--- src/rtl/mem_arbiter_pkg.sv ---
// Shared definitions for the two-port SRAM access arbiter: bus widths, width
// codes, FSM state encoding and the width/alignment legality check.
package mem_arbiter_pkg;

  localparam int ADDR_BUS = 32;
  localparam int DATA_BUS = 32;

  localparam logic [DATA_BUS-1:0] ZERO_WORD = '0;

  localparam logic [3:0] WIDTH_B = 4'h1;
  localparam logic [3:0] WIDTH_H = 4'h2;
  localparam logic [3:0] WIDTH_W = 4'h4;

  typedef enum logic [1:0] {
    IDLE   = 2'd0,
    ACCESS = 2'd1,
    DONE   = 2'd2
  } state_t;

  // Halfwords must be even-aligned and words 4-byte aligned; other widths are rejected.
  function automatic logic access_legal(input logic [3:0] width, input logic [1:0] addr_lo);
    logic ok;
    case (width)
      WIDTH_B: ok = 1'b1;
      WIDTH_H: ok = (addr_lo[0] == 1'b0);
      WIDTH_W: ok = (addr_lo == 2'b00);
      default: ok = 1'b0;
    endcase
    return ok;
  endfunction

endpackage

--- src/rtl/mem_arbiter.sv ---
// Round-robin arbiter between the pipeline LSU path (port 0) and the switch
// config path (port 1), sequencing one fixed-length SRAM access at a time.
module mem_arbiter
  import mem_arbiter_pkg::*;
#(
  parameter int WAIT_CYCLES = 2,
  parameter int CNT_W       = 4
) (
  input  logic                clk,
  input  logic                rst_n,

  input  logic                p0_req,
  input  logic                p0_we,
  input  logic [ADDR_BUS-1:0] p0_addr,
  input  logic [3:0]          p0_width,
  input  logic [DATA_BUS-1:0] p0_wdata,
  output logic                p0_ack,
  output logic                p0_err,
  output logic [DATA_BUS-1:0] p0_rdata,

  input  logic                p1_req,
  input  logic                p1_we,
  input  logic [ADDR_BUS-1:0] p1_addr,
  input  logic [3:0]          p1_width,
  input  logic [DATA_BUS-1:0] p1_wdata,
  output logic                p1_ack,
  output logic                p1_err,
  output logic [DATA_BUS-1:0] p1_rdata,

  output logic                mem_ce,
  output logic                mem_we,
  output logic [ADDR_BUS-1:0] mem_addr,
  output logic [3:0]          mem_width,
  output logic [DATA_BUS-1:0] mem_wdata,
  input  logic [DATA_BUS-1:0] mem_rdata
);

  state_t              state, state_next;
  logic [CNT_W-1:0]    counter, counter_next;
  logic                last_grant, last_grant_next;
  logic                grant, grant_next;
  logic [1:0]          ack_q, ack_next;
  logic [1:0]          err_q, err_next;
  logic [DATA_BUS-1:0] rdata0_next, rdata1_next;

  logic                mem_ce_next, mem_we_next;
  logic [ADDR_BUS-1:0] mem_addr_next;
  logic [3:0]          mem_width_next;
  logic [DATA_BUS-1:0] mem_wdata_next;

  logic                win;
  logic                win_we;
  logic [ADDR_BUS-1:0] win_addr;
  logic [3:0]          win_width;
  logic [DATA_BUS-1:0] win_wdata;

  assign p0_ack = ack_q[0];
  assign p1_ack = ack_q[1];
  assign p0_err = err_q[0];
  assign p1_err = err_q[1];

  // A lone requester wins outright; on contention the port that did not win last time goes.
  always_comb begin
    win = ~last_grant;
    if (p0_req ^ p1_req) win = p1_req;
    win_we    = win ? p1_we    : p0_we;
    win_addr  = win ? p1_addr  : p0_addr;
    win_width = win ? p1_width : p0_width;
    win_wdata = win ? p1_wdata : p0_wdata;
  end

  always_ff @(posedge clk or negedge rst_n) begin
    if (!rst_n) state <= IDLE;
    else        state <= state_next;
  end

  always_comb begin
    state_next      = state;
    counter_next    = counter;
    last_grant_next = last_grant;
    grant_next      = grant;
    ack_next        = 2'b00;
    err_next        = 2'b00;
    rdata0_next     = p0_rdata;
    rdata1_next     = p1_rdata;
    mem_ce_next     = mem_ce;
    mem_we_next     = mem_we;
    mem_addr_next   = mem_addr;
    mem_width_next  = mem_width;
    mem_wdata_next  = mem_wdata;

    case (state)
      IDLE: begin
        mem_ce_next    = 1'b0;
        mem_we_next    = 1'b0;
        mem_addr_next  = '0;
        mem_width_next = '0;
        mem_wdata_next = ZERO_WORD;
        if (p0_req || p1_req) begin
          grant_next      = win;
          last_grant_next = win;
          mem_we_next     = win_we;
          mem_addr_next   = win_addr;
          mem_width_next  = win_width;
          mem_wdata_next  = win_wdata;
          if (access_legal(win_width, win_addr[1:0])) begin
            mem_ce_next  = 1'b1;
            counter_next = CNT_W'(WAIT_CYCLES - 1);
            state_next   = ACCESS;
          end else begin
            ack_next[win] = 1'b1;
            err_next[win] = 1'b1;
            state_next    = DONE;
          end
        end
      end

      ACCESS: begin
        if (counter != '0) begin
          counter_next = counter - 1'b1;
        end else begin
          if (grant) rdata1_next = mem_we ? ZERO_WORD : mem_rdata;
          else       rdata0_next = mem_we ? ZERO_WORD : mem_rdata;
          ack_next[grant] = 1'b1;
          mem_ce_next     = 1'b0;
          mem_we_next     = 1'b0;
          mem_addr_next   = '0;
          mem_width_next  = '0;
          mem_wdata_next  = ZERO_WORD;
          state_next      = DONE;
        end
      end

      DONE: begin
        mem_ce_next    = 1'b0;
        mem_we_next    = 1'b0;
        mem_addr_next  = '0;
        mem_width_next = '0;
        mem_wdata_next = ZERO_WORD;
        state_next     = IDLE;
      end

      default: state_next = IDLE;
    endcase
  end

  // Reset abandons any in-flight access; last_grant=1 lets port 0 win the first tie.
  always_ff @(posedge clk or negedge rst_n) begin
    if (!rst_n) begin
      counter    <= '0;
      last_grant <= 1'b1;
      grant      <= 1'b0;
      ack_q      <= 2'b00;
      err_q      <= 2'b00;
      p0_rdata   <= ZERO_WORD;
      p1_rdata   <= ZERO_WORD;
      mem_ce     <= 1'b0;
      mem_we     <= 1'b0;
      mem_addr   <= '0;
      mem_width  <= '0;
      mem_wdata  <= ZERO_WORD;
    end else begin
      counter    <= counter_next;
      last_grant <= last_grant_next;
      grant      <= grant_next;
      ack_q      <= ack_next;
      err_q      <= err_next;
      p0_rdata   <= rdata0_next;
      p1_rdata   <= rdata1_next;
      mem_ce     <= mem_ce_next;
      mem_we     <= mem_we_next;
      mem_addr   <= mem_addr_next;
      mem_width  <= mem_width_next;
      mem_wdata  <= mem_wdata_next;
    end
  end

endmodule

--- config.mk ---
export PLATFORM = sky130hd
export DESIGN_NAME = mem_arbiter
export DESIGN_NICKNAME = d
export VERILOG_FILES = /design/src/rtl/mem_arbiter_pkg.sv /design/src/rtl/mem_arbiter.sv
export SDC_FILE = /design/constraint.sdc
export NUM_CORES = 1
export LEC_CHECK = 0
export BUFFER_PORTS_ARGS = -buffer_cell sky130_fd_sc_hd__buf_4
export CAP_MARGIN = 5
export CORE_ASPECT_RATIO = 1.1
export CORE_MARGIN = 2
export CORE_UTILIZATION = 30
export CTS_CLUSTER_SIZE = 25
export DETAILED_ROUTE_END_ITERATION = 16
export SLEW_MARGIN = 5
export SYNTH_ARGS = -nofsm -noshare
export SYNTH_HDL_FRONTEND = slang
export SYNTH_SLANG_ARGS = --single-unit
--- constraint.sdc ---
create_clock -name clk -period 3.45 [get_ports clk]
set_clock_uncertainty 0.1 [all_clocks]
set_input_delay 0.5175 -clock clk [delete_from_list [all_inputs] [get_ports clk]]
set_output_delay 0.5175 -clock clk [all_outputs]
set_load 0.02 [all_outputs]
==> flow_summary.ini <==
[global_route]
grt_overflow = 0
grt_max_degree = 79
antenna_found_initial = 1
first_global_vias = 5619
gr-usage-all-layers = 0.178
grt_pass1_wl_mm = 30.8

[route]
ant_nets = 0
vias = 5531
routed_wl_mm = 19.9
drt_iter0_drc = 146
vias_per_cell = 4.52
drt_pass1_iterations = 4
wire_per_inst_um = 16.3
drc = 0

[final_layout]
nFillCells = 2090
drive_above_1_share = 0.388
fin_nets = 1105
diodes = 0
syn2layout_area_growth_pct = 49.9

[yosys]
synth_compound_area_frac = 0.137
yosys.area_share.simple = 0.140
synth_cells = 628
netlist_top_cells_count = 145 x dfrtp_1, 144 x nand2_1, 69 x mux2i_1, 69 x o21ai_1, 68 x o21ai_0
synth_area_per_cell_um2 = 10.2
synth_area_leaders = dfrtp_1 57%, mux2i_1 11%, nand2_1 8.5%
synth_nets = 808
synth_mux_area_frac = 0.108
ys_seq_area_frac = 0.573
yosysTopAreaCellShare = 0.569
synth_fa_ha_area_frac = 0.0118
ys.flop_type = dfrtp_1
post-synth-top-count-cell = dfrtp_1
synth_area_leader_cell = dfrtp_1
postSynth.asyncResetShare = 1.00
yosys_warnings = 0
synth-seq-cells = 146
synth_top_family_by_area = simple AND/OR/NAND/NOR gates
synth-xor-area-share = 0
netlist_area_mm2 = 0.00638
synth_edf_count = 0
ys_types = 36

[sta]
slew_violations = 0
slew-limit-headroom = 0.261
worstMarginPinSlew_ns = 1.11
setup_viol = 0
fin_hold_ws_ns = 0.0343
min_period_over_period = 0.685
timing.fmax_ghz = 0.423
grt_setup_unrepaired = false
finalHoldViolations = 0
finalSetupTns_ns = 0
period_minus_slack_ns = 2.36

[critical_path]
rrSetupSlack_ns = 1.09
crit_fanout = 65
startpoint_type = flop
cp_cell_sequence = inv_1 > ha_1 > and3_1 > nand2_2 > o21ai_0
timing.rr.end = p1_rdata[4]
arrival_ns = 2.56
slowest_delay_ns = 0.61
r2r-start = state[1]
cp_slowest_cell = nand2_2
endpoint_kind = flop
crit_type = flop to flop
cp-startpoint = state[1]
cp.required_ns = 3.65
ff2ff_path_depth = 5
cp-endpoint = p1_rdata[4]

[floorplanning]
core_mm2 = 0.0207
rows = 55
die_h_um = 157
io_pins = 312
start_util = 0.308
dieArea_mm2 = 0.0225
dieWidth_um = 143

[placement]
port_buffers = 311
place_hpwl_mm = 14.4
globalplace.congestion = 0.786

[clock_tree]
cts-buffers-inserted = 17
clockRootBuffer = clkbuf_16
cts_hold_buffers = 0
clk_latency_ns = 0.41
cts.path.max_buffers = 2
path_clk_slew_ns = 0.07
clock_sink_count = 146
cts_tree = done
cts_setup_buffers = 0
htree_levels = 4
ctsResizeCount = 0

[power_and_ir_drop]
vdd_drop_max_mv = 0.394
p_leak_nw = 4.90
power_density_mw_per_mm2 = 890

[job]
cap_violations = 0

[outcome]
status = completed

[hold_path]
hold_path.class = primary input to async pin
==> sequential cells by signal, indices dropped and copies added (netlist names) <==
name	flops
mem_addr	32
mem_wdata	32
p0_rdata	32
p1_rdata	32
counter	4
mem_width	4
ack_q	2
err_q	2
state	2
grant	1
last_grant	1
mem_ce	1
mem_we	1
==> kinds of logic after synthesis <==
logic type,count (synthesis)
adder cells (fa/ha/maj),6
flip-flops,146
AO/OA/AOI/OAI,158
multiplexers,69
AND/OR/NAND/NOR,201
buffers and inverters,48
==> area by class of cell <==
class / instances / area [µm²] / share of cell area
Tap cell: 285 / 357 / 0.0373
Timing Repair Buffer: 319 / 2420 / 0.253
Inverter: 7 / 26.3 / 0.00275
Clock buffer: 17 / 425 / 0.0445
Sequential cell: 146 / 3650 / 0.382
Clock inverter: 15 / 123 / 0.0128
Multi-Input combinational cell: 434 / 2560 / 0.267
==> power breakdown <==
group          total (mW)  internal (mW)  switching (mW)  leakage, nW
Clock                1.74          0.942           0.803        0.269
Sequential           2.86           2.45           0.410         1.78
Combinational        3.91           1.60            2.31         2.85
Total                8.52           4.99            3.52         4.90
==> how the worst min path moves through the flow <==
stage | to | slack (ns) | cells after the start | from
after floorplan | ack_q[0] | 0.12 | 0 | rst_n
after global placement | p1_rdata[6] | 0.36 | 2 | p1_rdata[6]
after detailed placement | p1_rdata[26] | 0.37 | 2 | p1_rdata[26]
after CTS | p0_rdata[1] | 0.06 | 1 | rst_n
after global routing | p0_rdata[1] | 0.09 | 1 | rst_n
final | p0_rdata[1] | 0.03 | 1 | rst_n
==> worst max-delay path, delay by kind of cell, from the launching register on <==
kind                       cells  cell delay, ns
buffers and inverters          1            0.08
adders and majority gates      1            0.30
DFF                            1            0.40
AOI/OAI and AO/OA              1            0.43
and+or+nand+nor                2            0.92
==> layer usage <==
| metal | vias to the layer above | global-route usage | wire length [µm] |
|---|---|---|---|
| met2 | 229 | 0.281 | 9110 |
| met4 | 2 | 0.0500 | 225 |
| met1 | 2556 | 0.228 | 8630 |
| li1 | 2725 | - | - |
| met5 | - | 0 | 17 |
| met3 | 19 | 0.0672 | 1890 |
==> cells in the final DEF, fill, tap and decap left out, types with 6 or more instances in the layout <==
master / count
o21ai_0: 68
dfrtp_1: 145
nand2b_1: 36
inv_6: 6
mux2i_1: 69
buf_4: 316
o21ai_1: 69
inv_1: 7
clkbuf_16: 17
nor2_1: 6
nand2_1: 143
ha_1: 6
==> metrics by stage <==
stage | std cells | total power [mW] | area [µm²] | util | setup slack (ns)
2_1_floorplan | 628 | 5.07 | 6380 | - | 1.13
3_3_place_gp | 1191 | 6.81 | 9020 | 0.435 | 1.06
3_5_place_dp | 1191 | 6.87 | 9020 | 0.435 | 1.00
4_1_cts | 1223 | 8.65 | 9570 | 0.462 | 1.02
5_1_grt | 1223 | 9.13 | 9570 | 0.462 | 0.751
6_report | 1223 | 8.52 | 9570 | 0.462 | 1.09
Power figures use the tool's default switching activity.
